--- src/rtl/sram_port_arbiter.sv ---
// Round-robin arbiter sharing one 1-cycle-latency single-port SRAM among NumPorts requesters.
// Define SRAM_ARB_LOCK_EN to add per-port lock_i and an UNLOCKED/LOCKED grant lock.
module sram_port_arbiter #(
    parameter int NumPorts  = 4,
    parameter int AddrWidth = 4,
    parameter int DataWidth = 32
) (
    input  logic                          clk_i,
    input  logic                          rst_i,
    input  logic [NumPorts-1:0]           req_valid_i,
    output logic [NumPorts-1:0]           req_ready_o,
    input  logic [NumPorts-1:0]           req_we_i,
    input  logic [NumPorts*AddrWidth-1:0] req_addr_i,
    input  logic [NumPorts*DataWidth-1:0] req_wdata_i,
    output logic [NumPorts-1:0]           rsp_valid_o,
    output logic [DataWidth-1:0]          rsp_rdata_o,
    output logic                          sram_req_o,
    output logic                          sram_we_o,
    output logic [AddrWidth-1:0]          sram_addr_o,
    output logic [DataWidth-1:0]          sram_wdata_o,
    input  logic [DataWidth-1:0]          sram_rdata_i
`ifdef SRAM_ARB_LOCK_EN
    ,
    input  logic [NumPorts-1:0]           lock_i
`endif
);

    localparam int PtrW = (NumPorts > 1) ? $clog2(NumPorts) : 1;

    logic [PtrW-1:0]     r_rr_ptr;
    logic [NumPorts-1:0] r_rsp_valid;
    logic [NumPorts-1:0] w_elig;
    logic [PtrW-1:0]     w_gnt_idx;
    logic [PtrW-1:0]     w_next_ptr;
    logic                w_found;
    logic                w_hs;

`ifdef SRAM_ARB_LOCK_EN
    typedef enum logic {ST_UNLOCKED, ST_LOCKED} state_t;
    state_t          r_state;
    logic [PtrW-1:0] r_lock_port;

    always_comb begin
        w_elig = req_valid_i;
        if (r_state == ST_LOCKED)
            w_elig = req_valid_i & (NumPorts'(1) << r_lock_port);
    end
`else
    always_comb w_elig = req_valid_i;
`endif

    // Scan from rr_ptr upward, wrapping; first eligible port wins.
    always_comb begin
        int v_idx;
        w_found   = 1'b0;
        w_gnt_idx = '0;
        v_idx     = 0;
        for (int i = 0; i < NumPorts; i++) begin
            v_idx = int'(r_rr_ptr) + i;
            if (v_idx >= NumPorts)
                v_idx = v_idx - NumPorts;
            if (!w_found && w_elig[v_idx]) begin
                w_found   = 1'b1;
                w_gnt_idx = PtrW'(v_idx);
            end
        end
    end

    assign w_hs        = w_found & ~rst_i;
    assign w_next_ptr  = (w_gnt_idx == PtrW'(NumPorts - 1)) ? '0 : w_gnt_idx + 1'b1;
    assign req_ready_o = w_hs ? (NumPorts'(1) << w_gnt_idx) : '0;

    assign sram_req_o   = w_hs;
    assign sram_we_o    = w_hs & req_we_i[w_gnt_idx];
    assign sram_addr_o  = req_addr_i[w_gnt_idx*AddrWidth +: AddrWidth];
    assign sram_wdata_o = req_wdata_i[w_gnt_idx*DataWidth +: DataWidth];

    assign rsp_valid_o = r_rsp_valid;
    assign rsp_rdata_o = (|r_rsp_valid) ? sram_rdata_i : '0;

    always_ff @(posedge clk_i or posedge rst_i) begin
        if (rst_i) begin
            r_rsp_valid <= '0;
        end else begin
            r_rsp_valid <= '0;
            if (w_hs && !req_we_i[w_gnt_idx])
                r_rsp_valid[w_gnt_idx] <= 1'b1;
        end
    end

`ifdef SRAM_ARB_LOCK_EN
    always_ff @(posedge clk_i or posedge rst_i) begin
        if (rst_i) begin
            r_rr_ptr    <= '0;
            r_state     <= ST_UNLOCKED;
            r_lock_port <= '0;
        end else begin
            unique case (r_state)
                ST_UNLOCKED: begin
                    if (w_hs) begin
                        r_rr_ptr <= w_next_ptr;
                        if (lock_i[w_gnt_idx]) begin
                            r_state     <= ST_LOCKED;
                            r_lock_port <= w_gnt_idx;
                        end
                    end
                end
                ST_LOCKED: begin
                    // Pointer is frozen while locked; release resumes after the owner.
                    if (w_hs && !lock_i[w_gnt_idx]) begin
                        r_state  <= ST_UNLOCKED;
                        r_rr_ptr <= w_next_ptr;
                    end
                end
                default: r_state <= ST_UNLOCKED;
            endcase
        end
    end
`else
    always_ff @(posedge clk_i or posedge rst_i) begin
        if (rst_i)
            r_rr_ptr <= '0;
        else if (w_hs)
            r_rr_ptr <= w_next_ptr;
    end
`endif

endmodule

--- config.mk ---
export PLATFORM = sky130hd
export DESIGN_NAME = sram_port_arbiter
export DESIGN_NICKNAME = d
export VERILOG_FILES = /design/src/rtl/sram_port_arbiter.sv
export SDC_FILE = /design/constraint.sdc
export NUM_CORES = 1
export LEC_CHECK = 0
export BUFFER_PORTS_ARGS = -buffer_cell sky130_fd_sc_hd__buf_2
export CAP_MARGIN = 20
export CORE_AREA = 2 2 101 103
export DETAILED_ROUTE_END_ITERATION = 6
export DIE_AREA = 0 0 103 105
export GPL_TIMING_DRIVEN = 0
export HOLD_SLACK_MARGIN = 0.1
export PLACE_DENSITY = 0.64
export SLEW_MARGIN = 15
export SYNTH_ARGS = -nofsm -noshare
export SYNTH_HDL_FRONTEND = slang
export SYNTH_SLANG_ARGS = --single-unit
--- constraint.sdc ---
create_clock -name clk_i -period 2.8 [get_ports clk_i]
set_input_delay 0.42 -clock clk_i [delete_from_list [all_inputs] [get_ports clk_i]]
set_output_delay 0.42 -clock clk_i [all_outputs]
set_load 0.1 [all_outputs]
==> flow_metrics.tcl, run 1 <==
set metrics [dict create \
    status "complete, no violations" \
    overflow 0 \
    ys_seq_area_frac 0.0784 \
    drcViolationCount 0 \
    drt-total-wl_um 8500 \
    setup_viol 0 \
    pin_count 264 \
    synth-async-reset-ratio 1.00 \
    drv_cap 0 \
    swShare 0.730 \
    fin_crit_sh 0.958 \
    drt-pass1-iter-count 4 \
    drt_iter0_drc 56 \
    final_cells 608 \
    clkPwrFrac 0.028 \
    path_cells "and2_4 > o211a_4 > nor2_4 > buf_12 > buf_8 > inv_1 > ha_1 > and3_1 > clkbuf_4" \
    r2r-start "r_rr_ptr[1]" \
    tightest_slew_ps 616 \
    syn_area_per_cell_um2 9.25 \
    grt_pass1_wl_um 12300 \
    crit_required_ps 2380 \
    place.port_buffers 263 \
    fmax_mhz 373 \
    path_max_fanout 11 \
    final_nets 667 \
    nFillCells 1003 \
    cts_buffer_depth 2 \
    routabilityCongestion 0.771 \
    die_area_um2 10800 \
    cts_root_buf "clkbuf_8" \
    grt_setup_unrepaired "no" \
    slew_headroom 0.589 \
    core_area_um2 9640 \
    p_leak_nw 2.16 \
    synth_warnings 0 \
    report.final.slew_viol_count 0 \
    clk_pin_slew_worst_paths_ps 40 \
    grt_max_degree 13 \
    synth_area_um2 1910 \
    hpwl_um 7670 \
    syn-instance-count 207 \
    internal-power_w 0.00129 \
    syn_nets 397 \
    htree_levels 1 \
    fp.dieW_um 103 \
    grt_pass1_vias 2552 \
    antenna_left 0 \
    peakVddDrop_mv 0.737 \
    start_util 0.199 \
    rows 36 \
    crit_path_start_kind "register" \
    path_buf_inv 4 \
    final_common_cell "buf_2" \
    cp.arrival_ps 2260 \
    whs_ps 162 \
    track_usage 0.143 \
    rrSetupSlack_ps 750 \
    synth-seq-cells 6 \
    cts_sinks 6 \
    max_stage_delay_ps 430 \
    finalHoldViolCount 0 \
    p_per_area_nw_per_um2 1290 \
    switching_power_w 0.00348 \
    die_y_um 105 \
    dp.cells 603 \
    r2r_cells 9 \
    cp_slowest_cell "dfrtp_1" \
    combPwrFrac 0.945 \
    ys.flop_type "dfrtp_1" \
    routed_via_density 4.28 \
    antenna_found_initial 0 \
    ys_types 35 \
    fin_skew_ps 5.53 \
    cts_tree "yes" \
    wl_per_cell_um 14.0 \
    critPathKind "reg -> out" \
    critical-path-top-delay-family "buffers and inverters" \
    vias 2602 \
    end_kind "output pin" \
    min_path_type "in -> async" \
    cts_buffers 3 \
    antenna_cells 0 \
    clock_latency_ps 230 \
    period_needed_ps 2680 \
    layout_common_cells "buf_2, mux2i_1, buf_4" \
    synth-edff-count 0 \
    p_seq_frac 0.027 \
    syn_to_final_growth_pct 93.1 \
    layout-drive-gt1-share 0.699 \
    timing.rr.end "rsp_valid_o[1]" \
]
==> cells in the mapped netlist, types with 2 or more instances <==
master	number	share of area
a21boi_1	3	0.012
a21oi_1	2	0.0052
and2_1	2	0.0065
and3_1	5	0.016
buf_2	3	0.0078
buf_6	2	0.012
buf_8	4	0.031
clkbuf_1	3	0.0059
dfrtp_1	6	0.078
ha_1	4	0.026
inv_1	3	0.0059
mux2i_1	109	0.57
nand2b_1	3	0.0098
nand3_1	3	0.0078
nand4_1	2	0.0065
nor2_1	2	0.0039
nor2b_1	33	0.11
==> worst max path at each step <==
stage / start / end / slack [ps] / depth (start not counted)
floorplan: r_rr_ptr[1] / sram_addr_o[3] / -500 / 5
global placement: req_valid_i[0] / req_ready_o[3] / -40 / 8
detailed placement: req_valid_i[0] / req_ready_o[3] / -40 / 8
CTS: r_rr_ptr[1] / sram_wdata_o[18] / -5 / 6
global route: r_rr_ptr[1] / req_ready_o[0] / 10 / 9
finish: r_rr_ptr[1] / req_ready_o[0] / 120 / 9
==> power by group through the flow <==
stage	Combinational, W	Sequential, W	Clock [W]
after detailed placement	0.00437	0.000129	0
after global placement	0.00434	0.000127	0
after global routing	0.00466	0.000132	0.000138
final	0.00451	0.000130	0.000133
after floorplan	0.00363	0.000185	0
after CTS	0.00452	0.000130	0.000132
==> per-layer routing <==
layer | wire length, um | track usage | vias to the layer above
met5 | 0 | 0 | -
met4 | 60 | 0.0244 | 0
met3 | 699 | 0.0161 | 4
met2 | 4620 | 0.291 | 165
met1 | 3120 | 0.154 | 1142
li1 | - | - | 1291
==> logic make-up after synthesis <==
logic type	share of synthesized area
AOI/OAI and AO/OA	0.0444
adders and majority gates	0.0261
buffers and inverters	0.0830
DFF	0.0784
muxes	0.576
and+or+nand+nor	0.192
==> flip-flops by register name, indices dropped and copies added (netlist names) <==
name	cells
r_rr_ptr	2
rsp_valid_o	4
==> cell type report <==
| class | instances | area [um2] | share of cell area |
|---|---|---|---|
| plain buffers | 15 | 159 | 0.0430 |
| clock buffers | 3 | 41.3 | 0.0112 |
| inverters | 4 | 15.0 | 0.00406 |
| multi-input cells | 182 | 1730 | 0.469 |
| flip-flops and latches | 6 | 150 | 0.0406 |
| well taps | 133 | 166 | 0.0450 |
| repair buffers | 265 | 1430 | 0.387 |
==> timing repair <==
item / in CTS / in global routing
resized for setup: 43 / 4
endpoints found under the hold margin: 0 / 0
setup endpoints to repair: 51 / 20
pin swaps: 0 / 1
gates cloned: 0 / 0
setup buffers: 0 / 2
hold buffers: 0 / 0
==> stage by stage <==
stage / cell area (um2) / TNS (ps) / power [W] / worst slack, ps / utilization
after floorplan: 2030 / -13040 / 0.00382 / -503 / -
after global placement: 3520 / -50.2 / 0.00447 / -38.7 / 0.365
after detailed placement: 3520 / -66.9 / 0.00450 / -40.4 / 0.365
after CTS: 3670 / -5.05 / 0.00478 / -5.05 / 0.381
after global routing: 3700 / 0 / 0.00493 / 11.4 / 0.384
final: 3700 / 0 / 0.00477 / 117 / 0.384
Note: power is estimated with default switching activity, not from simulation.
==> run 2: changes to the inputs <==
CORE_AREA = 2 2 103 105   (was 2 2 101 103)
DIE_AREA = 0 0 105 107   (was 0 0 103 105)
GPL_TIMING_DRIVEN = not set   (was 0)
clock period = 2.2 ns   (was 2.8 ns; I/O delays follow)
==> run 2 against run 1 <==
The run now ends with negative setup slack left. Sequential power is 28% higher. Sequential share of layout area is 1.4 points lower. Clock skew is 2.8 ps lower. Global-route usage is 2.1 points higher. Routed wire length is 12% higher. Sequential cell count stayed put. Clock power is 39% higher. Worst hold slack better by 43 ps. Cell count is 5.8% higher. Critical path type unchanged. Largest power group unchanged.
==> flow_metrics.tcl, run 2 (synthesis results as in run 1) <==
set metrics [dict create \
    status "complete, but fails checks" \
    violations "negative setup slack" \
    path_max_fanout 18 \
    clk_pin_slew_worst_paths_ps 40 \
    switching_power_w 0.00524 \
    setup_viol 41 \
    final_common_cell "buf_2" \
    crit_required_ps 1870 \
    cts_tree "yes" \
    die_y_um 107 \
    finalHoldViolCount 0 \
    antenna_left 0 \
    finish.instance_area_um2 5880 \
    cts_sinks 6 \
    drcViolationCount 0 \
    layout_common_cells "buf_2, mux2i_4, buf_12" \
    swShare 0.590 \
    fin_ws_ps -334 \
    post-route-util 0.583 \
    crit_path_start_kind "register" \
    drt_iter0_drc 52 \
    grt_pass1_wl_um 14500 \
    total_power_w 0.00888 \
    grt_max_degree 33 \
    dpl-instance-area_um2 5040 \
    clock_latency_ps 230 \
    use_met3 0.0298 \
    critPathKind "reg -> out" \
    place.port_buffers 263 \
    die_area_um2 11200 \
    p_seq_frac 0.019 \
    vias 2818 \
    cts_root_buf "clkbuf_8" \
    start_util 0.190 \
    wl_per_cell_um 14.8 \
    rows 37 \
    grt_use_met2 0.363 \
    p_leak_nw 2.64 \
    gr-usage-met1 0.143 \
    final_nets 698 \
    clkPwrFrac 0.021 \
    combPwrFrac 0.960 \
    drt-total-wl_um 9520 \
    routabilityCongestion 0.844 \
    antenna_found_initial 0 \
    routed_via_density 4.38 \
    fin_skew_ps 2.70 \
    fin_crit_sh 1.15 \
    drt-pass1-iter-count 4 \
    globalRoute.busiestLayer "met2" \
    htree_levels 1 \
    period_needed_ps 2530 \
    core_area_um2 10100 \
    grt_setup_unrepaired "yes" \
    track_usage 0.164 \
    cp.arrival_ps 2200 \
    nFillCells 807 \
    overflow 0 \
    fmax_mhz 395 \
    p_per_area_nw_per_um2 1510 \
    syn_to_final_growth_pct 207 \
    grt_pass1_vias 3068 \
    internal-power_w 0.00364 \
    antenna_cells 0 \
    pin_count 264 \
    pre_cts_ws_ps -105 \
    cts_buffers 3 \
    min_path_type "in -> async" \
    fp.dieW_um 105 \
    cts_buffer_depth 2 \
    report.final.slew_viol_count 0 \
    drv_cap 0 \
    final.setup.tns_ps -10690 \
    slew_headroom 0.635 \
    hpwl_um 7930 \
    largest_reg_flops 4 \
    end_kind "output pin" \
    layout-drive-gt1-share 0.921 \
    tightest_slew_ps 551 \
    peakVddDrop_mv 1.02 \
]
## run 2: final timing paths
path,startpoint,end,slack (ps),depth (start not counted)
max in group asynchronous,rst_i,r_rr_ptr[1],1450,3
min,rst_i,r_rr_ptr[0],210,3
max,r_rr_ptr[1],sram_wdata_o[21],-330,9
min in group clk_i,req_we_i[0],rsp_valid_o[3],470,4
min reg2reg,r_rr_ptr[1],r_rr_ptr[1],570,1
max reg2reg,r_rr_ptr[1],rsp_valid_o[3],180,11
## run 2: power by group through the flow
stage          registers, W  clock network (W)  logic, W
6_report           0.000166           0.000185   0.00853
5_1_grt            0.000171           0.000190   0.00878
4_1_cts            0.000166           0.000185   0.00845
3_5_place_dp       0.000168                  0   0.00773
3_3_place_gp       0.000167                  0   0.00766
2_1_floorplan      0.000239                  0   0.00546
## run 2: timing repair
item,CTS,global route
resized for setup,109,17
hold endpoints to repair,1,0
cloned,2,0
hold buffers,1,0
buffers inserted,4,1
setup endpoints to repair,41,41
## run 2: final cells by class
class | instances | area (um2) | share of cell area
clock buffer | 4 | 45.0 | 0.00765
multi-input combinational | 182 | 2960 | 0.504
tap | 136 | 170 | 0.0289
sequential | 6 | 155 | 0.0264
inverter | 4 | 15.0 | 0.00255
timing repair buffer | 311 | 2540 | 0.431
## run 2: critical path, stage by stage (launching register included)
cell,delay [ps]
dfrtp_1,410
and2_4,190
o211a_4,260
nor2_4,140
buf_12,180
buf_4,160
mux2i_2,230
buf_4,150
mux2i_4,60
buf_12,170
## run 2: through the flow
step / std cells / hold slack (ps)
after CTS: 642 / 212
final: 643 / 206
after detailed placement: 631 / 239
after floorplan: 207 / 165
after global routing: 643 / 235
after global placement: 631 / 239
## run 2: layer usage
| metal | wire (um) | part of all wire |
|---|---|---|
| met5 | 0 | 0 |
| met4 | 158 | 0.017 |
| met1 | 2870 | 0.30 |
| met3 | 739 | 0.078 |
| met2 | 5760 | 0.60 |
